--- src/rtl/instr_sequencer_pkg.sv ---
// Shared types and constants for the fetch/execute sequencer of the 9-bit core.
package seq_pkg;

    localparam int DEF_PC_W    = 10;
    localparam int DEF_INSTR_W = 9;
    localparam int DEF_CNT_W   = 16;

    localparam logic [8:0] HALT_INSTR = 9'h1FF;

    typedef enum logic [2:0] {
        S_IDLE,
        S_FETCH,
        S_EXEC,
        S_MEM,
        S_DONE
    } seq_state_t;

endpackage

--- src/rtl/instr_sequencer_if.sv ---
// Bundle between the sequencer (master) and ROM / decoder / harness (slave).
interface instr_sequencer_if
    import seq_pkg::*;
#(
    parameter int PC_W    = DEF_PC_W,
    parameter int INSTR_W = DEF_INSTR_W,
    parameter int CNT_W   = DEF_CNT_W
);

    logic               start;
    logic [PC_W-1:0]    start_addr;
    logic [INSTR_W-1:0] rom_data;
    logic               branch;
    logic               mem_op;
    logic [PC_W-1:0]    target;
    logic [PC_W-1:0]    prog_ctr;
    logic [INSTR_W-1:0] instr_q;
    logic               reg_we_en;
    logic               mem_we_en;
    logic               busy;
    logic               done;
    logic [CNT_W-1:0]   retired;

    modport master (
        input  start, start_addr, rom_data, branch, mem_op, target,
        output prog_ctr, instr_q, reg_we_en, mem_we_en, busy, done, retired
    );

    modport slave (
        output start, start_addr, rom_data, branch, mem_op, target,
        input  prog_ctr, instr_q, reg_we_en, mem_we_en, busy, done, retired
    );

endinterface

--- src/rtl/instr_sequencer_prog_counter.sv ---
// Program counter: load > branch > increment > hold; increment wraps.
module prog_counter
    import seq_pkg::*;
#(
    parameter int PC_W = DEF_PC_W
) (
    input  logic            clk,
    input  logic            reset,
    input  logic            load,
    input  logic [PC_W-1:0] load_addr,
    input  logic            take,
    input  logic [PC_W-1:0] target,
    input  logic            inc,
    output logic [PC_W-1:0] pc
);

    always_ff @(posedge clk or posedge reset) begin
        if (reset)
            pc <= '0;
        else if (load)
            pc <= load_addr;
        else if (take)
            pc <= target;
        else if (inc)
            pc <= pc + PC_W'(1);
    end

endmodule

--- src/rtl/instr_sequencer.sv ---
// Multi-cycle fetch/execute sequencer: owns PC and IR, gates write strobes
// to one commit cycle per instruction, and runs the start/done handshake.
//
// state | meaning
// IDLE  | after reset, waiting for start
// FETCH | ROM addressed by prog_ctr, instr_q loads at the next edge
// EXEC  | decode; commit non-memory ops, detect HALT, or defer to MEM
// MEM   | commit cycle for load/store/lb
// DONE  | HALT reached; PC and retired held until the next start
module instr_sequencer
    import seq_pkg::*;
#(
    parameter int PC_W    = DEF_PC_W,
    parameter int INSTR_W = DEF_INSTR_W,
    parameter int CNT_W   = DEF_CNT_W
) (
    input  logic              clk,
    input  logic              reset,
    instr_sequencer_if.master bus
);

    seq_state_t         state_q, state_d;
    logic [INSTR_W-1:0] ir_q;
    logic [CNT_W-1:0]   cnt_q;
    logic [PC_W-1:0]    pc;

    logic pc_load, pc_take, pc_inc;
    logic ir_load, retire, cnt_clr, we_en;
    logic is_halt;

    assign is_halt = (ir_q == INSTR_W'(HALT_INSTR));

    prog_counter #(.PC_W(PC_W)) u_pc (
        .clk       (clk),
        .reset     (reset),
        .load      (pc_load),
        .load_addr (bus.start_addr),
        .take      (pc_take),
        .target    (bus.target),
        .inc       (pc_inc),
        .pc        (pc)
    );

    always_ff @(posedge clk or posedge reset) begin
        if (reset) begin
            state_q <= S_IDLE;
            ir_q    <= '0;
            cnt_q   <= '0;
        end else begin
            state_q <= state_d;
            if (ir_load)
                ir_q <= bus.rom_data;
            if (cnt_clr)
                cnt_q <= '0;
            else if (retire && (cnt_q != '1))
                cnt_q <= cnt_q + CNT_W'(1);
        end
    end

    always_comb begin
        state_d = state_q;
        pc_load = 1'b0;
        pc_take = 1'b0;
        pc_inc  = 1'b0;
        ir_load = 1'b0;
        retire  = 1'b0;
        cnt_clr = 1'b0;
        we_en   = 1'b0;
        case (state_q)
            S_IDLE, S_DONE: begin
                if (bus.start) begin
                    pc_load = 1'b1;
                    cnt_clr = 1'b1;
                    state_d = S_FETCH;
                end
            end
            S_FETCH: begin
                ir_load = 1'b1;
                state_d = S_EXEC;
            end
            S_EXEC: begin
                if (is_halt) begin
                    state_d = S_DONE;
                end else if (!bus.mem_op) begin
                    we_en   = 1'b1;
                    pc_take = bus.branch;
                    pc_inc  = !bus.branch;
                    retire  = 1'b1;
                    state_d = S_FETCH;
                end else begin
                    // address/data operands stay stable into MEM since nothing changes here
                    state_d = S_MEM;
                end
            end
            S_MEM: begin
                we_en   = 1'b1;
                pc_inc  = 1'b1;
                retire  = 1'b1;
                state_d = S_FETCH;
            end
            default: state_d = S_IDLE;
        endcase
    end

    assign bus.prog_ctr  = pc;
    assign bus.instr_q   = ir_q;
    assign bus.retired   = cnt_q;
    assign bus.reg_we_en = we_en;
    assign bus.mem_we_en = we_en;
    assign bus.busy      = (state_q == S_FETCH) || (state_q == S_EXEC) || (state_q == S_MEM);
    assign bus.done      = (state_q == S_DONE);

endmodule

--- src/flat_wrapper.sv ---
// flat-port wrapper written by rule: the top's interface ports become plain ports
module instr_sequencer_flat import seq_pkg::*;
#(
    parameter int PC_W    = DEF_PC_W,
    parameter int INSTR_W = DEF_INSTR_W,
    parameter int CNT_W   = DEF_CNT_W
)
  (clk, reset, bus_start, bus_start_addr, bus_rom_data, bus_branch, bus_mem_op, bus_target, bus_prog_ctr, bus_instr_q, bus_reg_we_en, bus_mem_we_en, bus_busy, bus_done, bus_retired);
  instr_sequencer_if #(.PC_W(PC_W), .INSTR_W(INSTR_W), .CNT_W(CNT_W)) bus_i ();
  input  logic clk;
  input  logic reset;
  input wire logic [$bits(bus_i.start)-1:0] bus_start;
  input wire logic [$bits(bus_i.start_addr)-1:0] bus_start_addr;
  input wire logic [$bits(bus_i.rom_data)-1:0] bus_rom_data;
  input wire logic [$bits(bus_i.branch)-1:0] bus_branch;
  input wire logic [$bits(bus_i.mem_op)-1:0] bus_mem_op;
  input wire logic [$bits(bus_i.target)-1:0] bus_target;
  output wire logic [$bits(bus_i.prog_ctr)-1:0] bus_prog_ctr;
  output wire logic [$bits(bus_i.instr_q)-1:0] bus_instr_q;
  output wire logic [$bits(bus_i.reg_we_en)-1:0] bus_reg_we_en;
  output wire logic [$bits(bus_i.mem_we_en)-1:0] bus_mem_we_en;
  output wire logic [$bits(bus_i.busy)-1:0] bus_busy;
  output wire logic [$bits(bus_i.done)-1:0] bus_done;
  output wire logic [$bits(bus_i.retired)-1:0] bus_retired;
  assign bus_i.start = bus_start;
  assign bus_i.start_addr = bus_start_addr;
  assign bus_i.rom_data = bus_rom_data;
  assign bus_i.branch = bus_branch;
  assign bus_i.mem_op = bus_mem_op;
  assign bus_i.target = bus_target;
  assign bus_prog_ctr = bus_i.prog_ctr;
  assign bus_instr_q = bus_i.instr_q;
  assign bus_reg_we_en = bus_i.reg_we_en;
  assign bus_mem_we_en = bus_i.mem_we_en;
  assign bus_busy = bus_i.busy;
  assign bus_done = bus_i.done;
  assign bus_retired = bus_i.retired;
  instr_sequencer #(.PC_W(PC_W), .INSTR_W(INSTR_W), .CNT_W(CNT_W)) u_core (.clk(clk), .reset(reset), .bus(bus_i));
endmodule
--- config.mk ---
export PLATFORM = sky130hd
export DESIGN_NAME = instr_sequencer_flat
export DESIGN_NICKNAME = d
export VERILOG_FILES = /design/src/rtl/instr_sequencer_pkg.sv /design/src/rtl/instr_sequencer_if.sv /design/src/rtl/instr_sequencer_prog_counter.sv /design/src/rtl/instr_sequencer.sv /design/src/flat_wrapper.sv
export SDC_FILE = /design/constraint.sdc
export NUM_CORES = 1
export LEC_CHECK = 0
export CAP_MARGIN = 20
export CORE_UTILIZATION = 28
export DETAILED_ROUTE_END_ITERATION = 16
export HOLD_SLACK_MARGIN = 0.12
export PLACE_DENSITY = 0.51
export RECOVER_POWER = 100
export SYNTH_ARGS = -nofsm -noshare
export SYNTH_HDL_FRONTEND = slang
export SYNTH_SLANG_ARGS = --single-unit
--- constraint.sdc ---
create_clock -name clk -period 2.1 [get_ports clk]
set_clock_uncertainty 0.15 [all_clocks]
set_input_delay 0.42 -clock clk [delete_from_list [all_inputs] [get_ports clk]]
set_output_delay 0.42 -clock clk [all_outputs]
set_load 0.02 [all_outputs]
==> parameters.txt, run 1 <==
Parameter                              Value

Timing
  Hold Fails Final Rpt    0
  Min setup slack post-route    -0.01420 ns
  Worst slack on hold paths    0.2862 ns
  Pins Over Slew Limit    0
  Maximum clock frequency    473.0 MHz
  Total of endpoints with negative setup slack in the final report    2
  RSZ-0062 raised after global routing    true
  Worst slew margin    0.3190
  Slew at the pin closest to its max-slew limit    1.021 ns
  Final worst path period need    2.114 ns
  Final critical-path share of the clock period    1.007

Floorplanning
  Row Count    32
  Number of primary I/O pins    73
  Area of the core    7767 um^2
  Die outline height    91.89 um
  Die ar.    8443 um^2
  Die width    91.89 um
  Effective utilization at floorplan    0.2912

Synthesis
  Fraction of post-synthesis cell area in the top cell type by area    0.4204
  Fraction of the yosys area taken by sequential cells    0.4204
  Main combinational cell family by area after synthesis    compound AO/OA/AOI/OAI gates
  XOR/XNOR Fraction of Synth Area    0.01162
  Share of synthesized registers carrying an async set or reset    1.000
  Top-count cell post-synth    dfrtp_1
  Yosys warns    0
  Synthesized flop and latch total    38
  Multiplexer fraction of the synthesized cell area    0.04923
  Library cells used by synthesis    59
  Commonest cells post-synth    dfrtp_1 (38), nand2_1 (21), a21oi_1 (18), o21ai_0 (15), nor2_1 (13)
  Number of flops mapped to enable cells by yosys    0
  Cells taking the most area after synthesis    dfrtp_1 (42%), mux2_2 (4.5%), a21oi_1 (4.0%)
  Synthesized area per cell    9.793 um^2
  Cell taking the most area after synthesis    dfrtp_1
  Post-synthesis share of cell area spent on and, or, nand and nor gates    0.2080
  Adder-cell share of the synthesized area    0.01106
  Cell count after synthesis    231
  Most instantiated flip-flop cell in the synthesis netlist    dfrtp_1
  Post-synthesis net count    267
  Summed instance area of the synthesized netlist    2262 um^2
  Complex-gate fraction of the synthesized area    0.2517

Setup path
  R2R cell count    7
  Critical Path AT    1.54 ns
  Data required time of the critical path    1.53 ns
  Start of the worst register-to-register path    u_core.bus.retired[0]
  Reg-to-reg critical path endpoint    u_core.bus.retired[7]
  Worst setup path class    reg -> out
  Cell-by-cell listing of the critical path    nand4_4 -> o31a_4 -> o21ai_4 -> inv_2 -> buf_2
  Slowest cell on crit path    dfrtp_2
  Worst Path Max Fanout    3
  Type of element launching the critical path    flip-flop
  Largest stage delay on the critical path    0.39 ns
  Slack of the worst reg-to-reg path    0.08 ns
  Critical path capture point type    output pin

Final layout
  Area grow syn2layout    60.01%
  Area occupied by multi-input gates    1275 um^2
  Final-layout fill cell count    781
  Layout Nets    385
  Antenna Diode Count    0
  Fraction of final layout cells with drive strength greater than 1    0.3314
  Sequential Area    962.2 um^2

Placed design
  Placer Congestion    0.7779
  Post-placement setup slack    -0.3430 ns
  Number of port buffers    72
  Final HPWL from detailed placement    4847 um

Clock tree
  Number of buffers created by CTS    5
  Clock Tree Root    clkbuf_8
  TritonCTS clock tree    yes
  H-tree levels    2
  Clk pin slew, worst setup/hold paths    0.08 ns
  Clock insertion delay at the later pin of the skew report    0.29 ns
  Buffer depth of the longest clock path    2
  # hold bufs at CTS    0
  Clock sinks    38

Global routing
  Global-route wire length before repair    10740 um
  Combined global-route utilization of all metal layers    0.1595
  Busiest layer in global routing    met2
  Largest net degree at the start of global routing    39
  M3 GR Usage    0.02736
  Vias in the first global route    2234
  Grt met2 use    0.2618
  Grt total ovfl    0
  Met1 Track Usage GR    0.2119
  Initial antenna violation count    0

Power
  Static leakage power    1.457 nW
  Worst supply voltage drop on vdd    605.8 uV
  Cell Pwr Density    1173 nW/um^2

Routing
  Count of antenna-violating nets left after detailed routing    0
  Initial DRT Pass Iterations    4
  Final routed wire length divided by cell count    14.46 um
  Violation count after the first detailed-route iteration    44
  Detailed-route vias per instance    4.993
  Final routed DRC violation total    0
  Wirelength, routed    6535 um
  Via total after detailed routing    2257

Status
  Violated checks    negative setup slack
  Run status    finished with violations

Hold path
  Class of the tightest hold or removal check    in -> reg
  Hold Path Sink    u_core.state_q[1]
  Worst Hold Depth    2
  Beginning of the worst hold path    bus_mem_op

Job
  Maximum Capacitance Violations    0
==> final cells by class <==
type / instances / share of cell area
inverters: 4 / 0.004148
repair buffers: 124 / 0.3163
clock inverters: 2 / 0.003457
clock buffers: 6 / 0.02281
multi-input cells: 176 / 0.3522
well taps: 102 / 0.03526
flip-flops and latches: 38 / 0.2658
==> worst max path at each step <==
stage                          start                endpoint  slack (ns)
3_5_place_dp              bus_mem_op           bus_mem_we_en       -0.34
5_1_grt        u_core.bus.instr_q[2]           bus_reg_we_en       -0.09
4_1_cts        u_core.bus.instr_q[2]           bus_mem_we_en       -0.05
2_1_floorplan  u_core.bus.retired[0]  u_core.bus.retired[12]        0.01
6_report       u_core.bus.instr_q[2]           bus_reg_we_en       -0.01
3_3_place_gp              bus_mem_op           bus_reg_we_en       -0.32
==> what timing repair did <==
| action | in CTS | in global routing |
|---|---|---|
| cloned | 0 | 1 |
| setup endpoints to repair | 9 | 17 |
| setup buffers | 1 | 4 |
| pin swaps | 1 | 5 |
| gates resized for setup | 11 | 15 |
==> metrics by stage <==
stage	utilization	cell area, um^2	total power [mW]	std cells	TNS, ns
2_1_floorplan	-	2285	2.488	231	0
3_3_place_gp	0.4390	3410	3.550	438	-3.944
3_5_place_dp	0.4390	3410	3.562	438	-4.270
4_1_cts	0.4531	3520	4.156	447	-0.1071
5_1_grt	0.4660	3620	4.536	452	-0.1810
6_report	0.4660	3620	4.247	452	-0.02783
==> placed cells by master, fill, tap and decap left out, types with 7 or more instances in the layout <==
| cell | synthesis | final |
|---|---|---|
| o211ai_1 | 7 | 7 |
| dfrtp_1 | 38 | 29 |
| nand2_1 | 21 | 20 |
| clkdlybuf4s50_1 | 0 | 66 |
| nor2_1 | 13 | 13 |
| mux2_2 | 9 | 9 |
| dfrtp_2 | 0 | 9 |
| o21ai_0 | 15 | 15 |
| buf_4 | 2 | 47 |
| or3_2 | 7 | 7 |
| nand3_1 | 11 | 10 |
| a21oi_1 | 18 | 17 |
==> report_power, final <==
| group | switching [mW] | internal (mW) | total, mW | leakage [nW] |
|---|---|---|---|---|
| combinational | 1.15 | 1.29 | 2.44 | 0.929 |
| sequential | 0.270 | 0.981 | 1.25 | 0.480 |
| clock | 0.287 | 0.264 | 0.552 | 0.0472 |
| total | 1.71 | 2.54 | 4.25 | 1.46 |
==> flip-flops by register name, indices dropped and copies added (netlist names) <==
| signal | count |
|---|---|
| u_core.u_pc.pc | 10 |
| u_core.state_q | 3 |
| u_core.bus.instr_q | 9 |
| u_core.bus.retired | 16 |
==> kinds of logic after synthesis <==
group,after synthesis
xor gates and xnor gates,3
AOI/OAI and AO/OA,78
DFF,38
and+or+nand+nor,83
muxes,10
adders and majority gates,2
buffers and inverters,17
==> per-layer routing <==
layer	wire, um	vias to the layer above
li1	-	1110
met1	3005	1078
met2	3169	59
met3	269	10
met4	91	0
met5	0	-
==> critical path: cells and delay by family (launching register included) <==
family | cells | cell delay [ns]
flip-flops | 1 | 0.39
AND/OR/NAND/NOR | 1 | 0.12
AO/OA/AOI/OAI | 2 | 0.53
buffers and inverters | 2 | 0.21
Note: power is estimated with default switching activity, not from simulation.
==> inputs of run 2 (changes only) <==
--- a/config.mk
+++ b/config.mk
@@ -6,6 +6,7 @@
 export NUM_CORES = 1
 export LEC_CHECK = 0
 export CAP_MARGIN = 20
+export CORE_MARGIN = 3
 export CORE_UTILIZATION = 28
 export DETAILED_ROUTE_END_ITERATION = 16
 export HOLD_SLACK_MARGIN = 0.12
==> parameters.txt, run 2 (synthesis gave the netlist of run 1 again) <==
Parameter                              Value

Power
  Worst supply voltage drop on vdd    598.0 uV (was 605.8 uV)
  Cell Pwr Density    1163 nW/um^2 (was 1173 nW/um^2)
  Static leakage power    1.452 nW (was 1.457 nW)

Final layout
  Layout Nets    387 (was 385)
  Area occupied by multi-input gates    1264 um^2 (was 1275 um^2)
  Top library cells by usage in the layout, fill and taps aside    clkdlybuf4s50_1 (49), buf_4 (35), dfrtp_1 (30) (was clkdlybuf4s50_1 (66), buf_4 (47), dfrtp_1 (29))
  Total non-filler cell area in the finished layout    3542 um^2 (was 3620 um^2)
  Max FFs per register    16 (unchanged)
  Final-layout fill cell count    797 (was 781)
  Fraction of final layout cells with drive strength greater than 1    0.3068 (was 0.3314)
  Area grow syn2layout    56.58% (was 60.01%)
  Antenna Diode Count    0 (unchanged)
  Leading cell type in the layout, fill and taps excluded    clkdlybuf4s50_1 (unchanged)
  Sequential Area    960.9 um^2 (was 962.2 um^2)
  Post-route insts no fill    454 (was 452)

Global routing
  Grt met2 use    0.2310 (was 0.2618)
  Busiest layer in global routing    met2 (unchanged)
  Met1 Track Usage GR    0.2065 (was 0.2119)
  Combined global-route utilization of all metal layers    0.1515 (was 0.1595)
  Largest net degree at the start of global routing    39 (unchanged)
  Global-route wire length before repair    10810 um (was 10740 um)
  M3 GR Usage    0.03987 (was 0.02736)
  Grt total ovfl    0 (unchanged)
  Initial antenna violation count    0 (unchanged)
  Vias in the first global route    2162 (was 2234)

Setup path
  R2R cell count    7 (unchanged)
  Worst Path Max Fanout    3 (unchanged)
  Slack of the worst reg-to-reg path    0.08 ns (about the same)
  Launching instance or port of the critical path    u_core.bus.instr_q[8] (was u_core.bus.instr_q[2])
  Worst setup path class    reg -> out (unchanged)
  Start of the worst register-to-register path    u_core.bus.instr_q[8] (was u_core.bus.retired[0])
  Count of buffer and inverter cells on the critical path    2 (unchanged)
  CP top delay family    compound AO/OA/AOI/OAI gates (unchanged)
  Data required time of the critical path    1.53 ns (about the same)
  Slowest cell on crit path    dfrtp_2 (unchanged)
  Critical path endpoint    bus_reg_we_en (unchanged)
  Reg-to-reg critical path endpoint    u_core.bus.retired[2] (was u_core.bus.retired[7])
  Cell-by-cell listing of the critical path    nand4_4 -> o31a_4 -> o21ai_4 -> inv_2 -> buf_6 (was nand4_4 -> o31a_4 -> o21ai_4 -> inv_2 -> buf_2)
  Critical path capture point type    output pin (unchanged)
  Critical Path AT    1.53 ns (was 1.54 ns)
  Largest stage delay on the critical path    0.39 ns (about the same)
  Number of stages on the worst setup path    5 (unchanged)
  Type of element launching the critical path    flip-flop (unchanged)

Floorplanning
  Row Count    32 (unchanged)
  Die ar.    9194 um^2 (was 8443 um^2)
  Die width    95.89 um (was 91.89 um)
  Die outline height    95.89 um (was 91.89 um)
  Number of primary I/O pins    73 (unchanged)
  Effective utilization at floorplan    0.2912 (unchanged)
  Area of the core    7767 um^2 (unchanged)

Status
  Violated checks    negative setup slack (unchanged)
  Run status    finished with violations (unchanged)

Clock tree
  Clock sinks    38 (unchanged)
  Clk pin slew, worst setup/hold paths    0.08 ns (about the same)
  Buffer depth of the longest clock path    2 (unchanged)
  # hold bufs at CTS    0 (unchanged)
  Number of buffers created by CTS    5 (unchanged)
  TritonCTS clock tree    yes (unchanged)
  Clock insertion delay at the later pin of the skew report    0.29 ns (about the same)
  Clock Tree Root    clkbuf_8 (unchanged)
  H-tree levels    2 (unchanged)

Timing
  Worst slew margin    0.3311 (was 0.3190)
  Total of endpoints with negative setup slack in the final report    2 (unchanged)
  Pins Over Slew Limit    0 (unchanged)
  Maximum clock frequency    476.1 MHz (was 473.0 MHz)
  Sum of negative setup slack    -0.0008676 ns (was -0.02783 ns)
  Hold Fails Final Rpt    0 (unchanged)
  Min setup slack post-route    -0.0005834 ns (was -0.01420 ns)
  Final critical-path share of the clock period    1.000 (was 1.007)
  Final worst path period need    2.101 ns (was 2.114 ns)
  Slew at the pin closest to its max-slew limit    1.003 ns (was 1.021 ns)
  RSZ-0062 raised after global routing    true (unchanged)

Job
  Maximum Capacitance Violations    0 (unchanged)

Placed design
  Placer Congestion    0.7714 (was 0.7779)
  Placed instance area    3402 um^2 (was 3410 um^2)
  Number of port buffers    72 (unchanged)
  # placed instances    437 (was 438)
  Final HPWL from detailed placement    4977 um (was 4847 um)

Routing
  Final routed wire length divided by cell count    14.97 um (was 14.46 um)
  Count of antenna-violating nets left after detailed routing    0 (unchanged)
  Final routed DRC violation total    0 (unchanged)
  Violation count after the first detailed-route iteration    54 (was 44)
  Initial DRT Pass Iterations    4 (unchanged)
  Via total after detailed routing    2273 (was 2257)
  Wirelength, routed    6795 um (was 6535 um)
  Detailed-route vias per instance    5.007 (was 4.993)

Hold path
  Class of the tightest hold or removal check    reg -> reg (was in -> reg)
==> run 2: layout make-up <==
cell class                 instances  area share
timing repair buffer             125      0.3059
inverter                           4    0.004239
multi-input combinational        177      0.3568
tap                              102     0.03603
clock buffer                       7     0.02437
clock inverter                     1    0.001413
sequential                        38      0.2713
==> run 2: layer usage <==
| layer | vias to the layer above | wire (um) | share of wire |
|---|---|---|---|
| li1 | 1125 | - | - |
| met1 | 1082 | 3099 | 0.46 |
| met2 | 58 | 3215 | 0.47 |
| met3 | 8 | 385 | 0.057 |
| met4 | 0 | 94 | 0.014 |
| met5 | - | 0 | 0 |
==> run 2: repair_timing <==
action                                  CTS  global route
pin swaps                                 2             5
resized for setup                        14            13
cloned                                    1             0
buffers inserted                          6             2
endpoints found under the setup margin   12            12
==> run 2: power breakdown <==
group | leakage [nW] | internal, mW | switching [mW] | total, mW
clock network | 0.0482 | 0.265 | 0.266 | 0.531
logic | 0.922 | 1.19 | 1.17 | 2.35
registers | 0.481 | 0.980 | 0.255 | 1.24
==> run 2: metrics by stage <==
stage	worst slack, ns	total power [mW]	util	hold WS [ns]
floorplan	0.01136	2.488	-	0.3799
global placement	-0.3178	3.557	0.4380	0.4016
detailed placement	-0.3446	3.572	0.4380	0.4058
CTS	-0.009162	4.222	0.4584	0.3314
global route	-0.05950	4.429	0.4560	0.4613
finish	-0.0005834	4.121	0.4560	0.4214
==> run 2: worst min path at each step <==
| stage | from | end | slack [ns] | depth (start not counted) |
|---|---|---|---|---|
| finish | u_core.bus.retired[3] | u_core.bus.retired[3] | 0.42 | 1 |
| global route | u_core.bus.retired[3] | u_core.bus.retired[3] | 0.46 | 1 |
| CTS | reset | u_core.bus.instr_q[3] | 0.33 | 3 |
| detailed placement | u_core.bus.retired[3] | u_core.bus.retired[3] | 0.41 | 1 |
| global placement | u_core.bus.retired[3] | u_core.bus.retired[3] | 0.40 | 1 |
| floorplan | bus_start_addr[7] | u_core.u_pc.pc[7] | 0.38 | 2 |
==> run 2: worst reg2reg max path, cell delays in order, from the launching register on <==
cell and delay (ns):
dfrtp_2 0.39, nand4_4 0.11, o31a_4 0.36, buf_4 0.16, o221ai_4 0.26, clkbuf_2 0.25, nor3b_1 0.07, a21o_1 0.15
==> inputs of run 3 (changes only) <==
--- a/config.mk
+++ b/config.mk
@@ -12,6 +12,7 @@
 export HOLD_SLACK_MARGIN = 0.12
 export PLACE_DENSITY = 0.51
 export RECOVER_POWER = 100
+export REMOVE_ABC_BUFFERS = 1
 export SYNTH_ARGS = -nofsm -noshare
 export SYNTH_HDL_FRONTEND = slang
 export SYNTH_SLANG_ARGS = --single-unit
==> parameters.txt, run 3 (synthesis gave the netlist of run 1 again) <==
Parameter                              Value

Status
  Run status    finished, final reports clean (was finished with violations)

Setup path
  CP top delay family    compound AO/OA/AOI/OAI gates (unchanged)
  Launching instance or port of the critical path    u_core.bus.instr_q[4] (was u_core.bus.instr_q[8])
  Type of element launching the critical path    flip-flop (unchanged)
  Count of buffer and inverter cells on the critical path    2 (unchanged)
  Critical path capture point type    output pin (unchanged)
  Critical path endpoint    bus_reg_we_en (unchanged)
  Slack of the worst reg-to-reg path    0.12 ns (was 0.08 ns)
  Number of stages on the worst setup path    5 (unchanged)
  Reg-to-reg critical path endpoint    u_core.bus.retired[8] (was u_core.bus.retired[2])
  Cell-by-cell listing of the critical path    nand3_2 -> o31a_4 -> o21ai_4 -> inv_2 -> buf_2 (was nand4_4 -> o31a_4 -> o21ai_4 -> inv_2 -> buf_6)
  Data required time of the critical path    1.53 ns (about the same)
  R2R cell count    6 (was 7)
  Start of the worst register-to-register path    u_core.bus.retired[0] (was u_core.bus.instr_q[8])
  Worst Path Max Fanout    3 (unchanged)
  Slowest cell on crit path    dfrtp_1 (was dfrtp_2)
  Worst setup path class    reg -> out (unchanged)
  Critical Path AT    1.51 ns (was 1.53 ns)
  Largest stage delay on the critical path    0.37 ns (was 0.39 ns)

Global routing
  Combined global-route utilization of all metal layers    0.1518 (was 0.1515)
  Global-route wire length before repair    10850 um (was 10810 um)
  Grt total ovfl    0 (unchanged)
  Vias in the first global route    2261 (was 2162)
  Initial antenna violation count    0 (unchanged)
  Largest net degree at the start of global routing    39 (unchanged)

Hold path
  Class of the tightest hold or removal check    reg -> reg (unchanged)

Clock tree
  Clock Tree Root    clkbuf_8 (unchanged)
  Buffer depth of the longest clock path    2 (unchanged)
  Clock sinks    38 (unchanged)
  H-tree levels    2 (unchanged)
  TritonCTS clock tree    yes (unchanged)
  Number of buffers created by CTS    5 (unchanged)
  Clock insertion delay at the later pin of the skew report    0.29 ns (about the same)
  # hold bufs at CTS    0 (unchanged)
  Clk pin slew, worst setup/hold paths    0.08 ns (about the same)

Timing
  Final critical-path share of the clock period    0.9908 (was 1.000)
  Pins Over Slew Limit    0 (unchanged)
  Maximum clock frequency    480.6 MHz (was 476.1 MHz)
  RSZ-0062 raised after global routing    true (unchanged)
  Hold Fails Final Rpt    0 (unchanged)
  Total of endpoints with negative setup slack in the final report    0 (was 2)
  Slew at the pin closest to its max-slew limit    1.003 ns (about the same)
  Final worst path period need    2.081 ns (was 2.101 ns)
  Min setup slack post-route    0.01930 ns (was -0.0005834 ns)
  Worst slew margin    0.3313 (was 0.3311)
  Worst slack on hold paths    0.4195 ns (was 0.4214 ns)

Final layout
  Layout Nets    383 (was 387)
  Sequential Area    950.9 um^2 (was 960.9 um^2)
  Area grow syn2layout    56.58% (unchanged)
  Antenna Diode Count    0 (unchanged)
  Total non-filler cell area in the finished layout    3542 um^2 (unchanged)
  Final-layout fill cell count    782 (was 797)
  Leading cell type in the layout, fill and taps excluded    clkdlybuf4s50_1 (unchanged)
  Max FFs per register    16 (unchanged)
  Top library cells by usage in the layout, fill and taps aside    clkdlybuf4s50_1 (67), buf_4 (44), dfrtp_1 (38) (was clkdlybuf4s50_1 (49), buf_4 (35), dfrtp_1 (30))
  Fraction of final layout cells with drive strength greater than 1    0.2845 (was 0.3068)
  Area occupied by multi-input gates    1275 um^2 (was 1264 um^2)

Power
  Final Total Pwr    4.139 mW (was 4.121 mW)
  Cell Pwr Density    1168 nW/um^2 (was 1163 nW/um^2)
  Worst supply voltage drop on vdd    630.5 uV (was 598.0 uV)
  Static leakage power    1.424 nW (was 1.452 nW)

Floorplanning
  Row Count    32 (unchanged)
  Die outline height    95.89 um (unchanged)
  Die width    95.89 um (unchanged)
  Die ar.    9194 um^2 (unchanged)
  Effective utilization at floorplan    0.2912 (unchanged)
  Number of primary I/O pins    73 (unchanged)
  Area of the core    7767 um^2 (unchanged)

Placed design
  Placed instance area    3372 um^2 (was 3402 um^2)
  Placer Congestion    0.7927 (was 0.7714)
  Number of port buffers    72 (unchanged)
  Final HPWL from detailed placement    5013 um (was 4977 um)
  Post-placement setup slack    -0.3626 ns (was -0.3446 ns)

Routing
  Wirelength, routed    6888 um (was 6795 um)
  Count of antenna-violating nets left after detailed routing    0 (unchanged)
  Via total after detailed routing    2291 (was 2273)
  Detailed-route vias per instance    5.091 (was 5.007)
  Violation count after the first detailed-route iteration    62 (was 54)
  Final routed wire length divided by cell count    15.31 um (was 14.97 um)
  Initial DRT Pass Iterations    4 (unchanged)
  Final routed DRC violation total    0 (unchanged)

Job
  Maximum Capacitance Violations    0 (unchanged)
[run 3: cell count changes in the layout (fill, tap and decap cells not counted), moves of 2 or more]
cell	previous run	this run
buf_2	0	2
buf_4	35	44
buf_6	2	0
clkbuf_1	7	2
clkbuf_2	9	1
clkbuf_4	3	0
clkdlybuf4s50_1	49	67
dfrtp_1	30	38
dfrtp_2	8	0
dlygate4sd3_1	18	1
[run 3: power breakdown]
group          switching (mW)  internal (mW)
Combinational            1.18           1.22
Sequential              0.236          0.965
Clock                   0.267          0.265
Total                    1.69           2.45
[run 3: layer usage]
metal,track usage,part of all wire
met1,0.1973,0.46
met2,0.2420,0.47
met3,0.03440,0.051
met4,0.06398,0.017
met5,0,0
[run 3: final cells by class]
cell class | instances | share of cell area
clock buffers | 7 | 0.02437
clock inverters | 1 | 0.001413
inverters | 4 | 0.004239
multi-input cells | 178 | 0.3599
flip-flops and latches | 38 | 0.2685
well taps | 102 | 0.03603
repair buffers | 120 | 0.3055
[run 3: repair_timing]
| action | 4_1_cts | 5_1_grt |
|---|---|---|
| buffers inserted | 2 | 2 |
| endpoints found under the setup margin | 11 | 14 |
| gates cloned | 1 | 1 |
| pin swaps | 1 | 3 |
| gates resized for setup | 14 | 9 |
[run 3: how the worst min path moves through the flow]
stage | startpoint | to | depth (start not counted)
2_1_floorplan | bus_start_addr[7] | u_core.u_pc.pc[7] | 2
3_3_place_gp | u_core.bus.retired[3] | u_core.bus.retired[3] | 1
3_5_place_dp | u_core.bus.retired[3] | u_core.bus.retired[3] | 1
4_1_cts | reset | u_core.bus.instr_q[4] | 3
5_1_grt | u_core.bus.retired[3] | u_core.bus.retired[3] | 1
6_report | u_core.bus.retired[3] | u_core.bus.retired[3] | 1
[run 3: worst register-to-register path, stage by stage (launching register included)]
cell,delay (ns)
dfrtp_1,0.38
ha_1,0.23
and4_4,0.22
nand3_4,0.12
o221ai_4,0.17
or3_2,0.48
a21oi_1,0.16
[run 3: per-stage QoR]
step	utilization	std cells	TNS, ns
6_report	0.4560	450	0
5_1_grt	0.4560	450	-0.1194
4_1_cts	0.4501	447	0
3_5_place_dp	0.4341	436	-4.539
3_3_place_gp	0.4341	436	-3.532
2_1_floorplan	-	218	-2.180
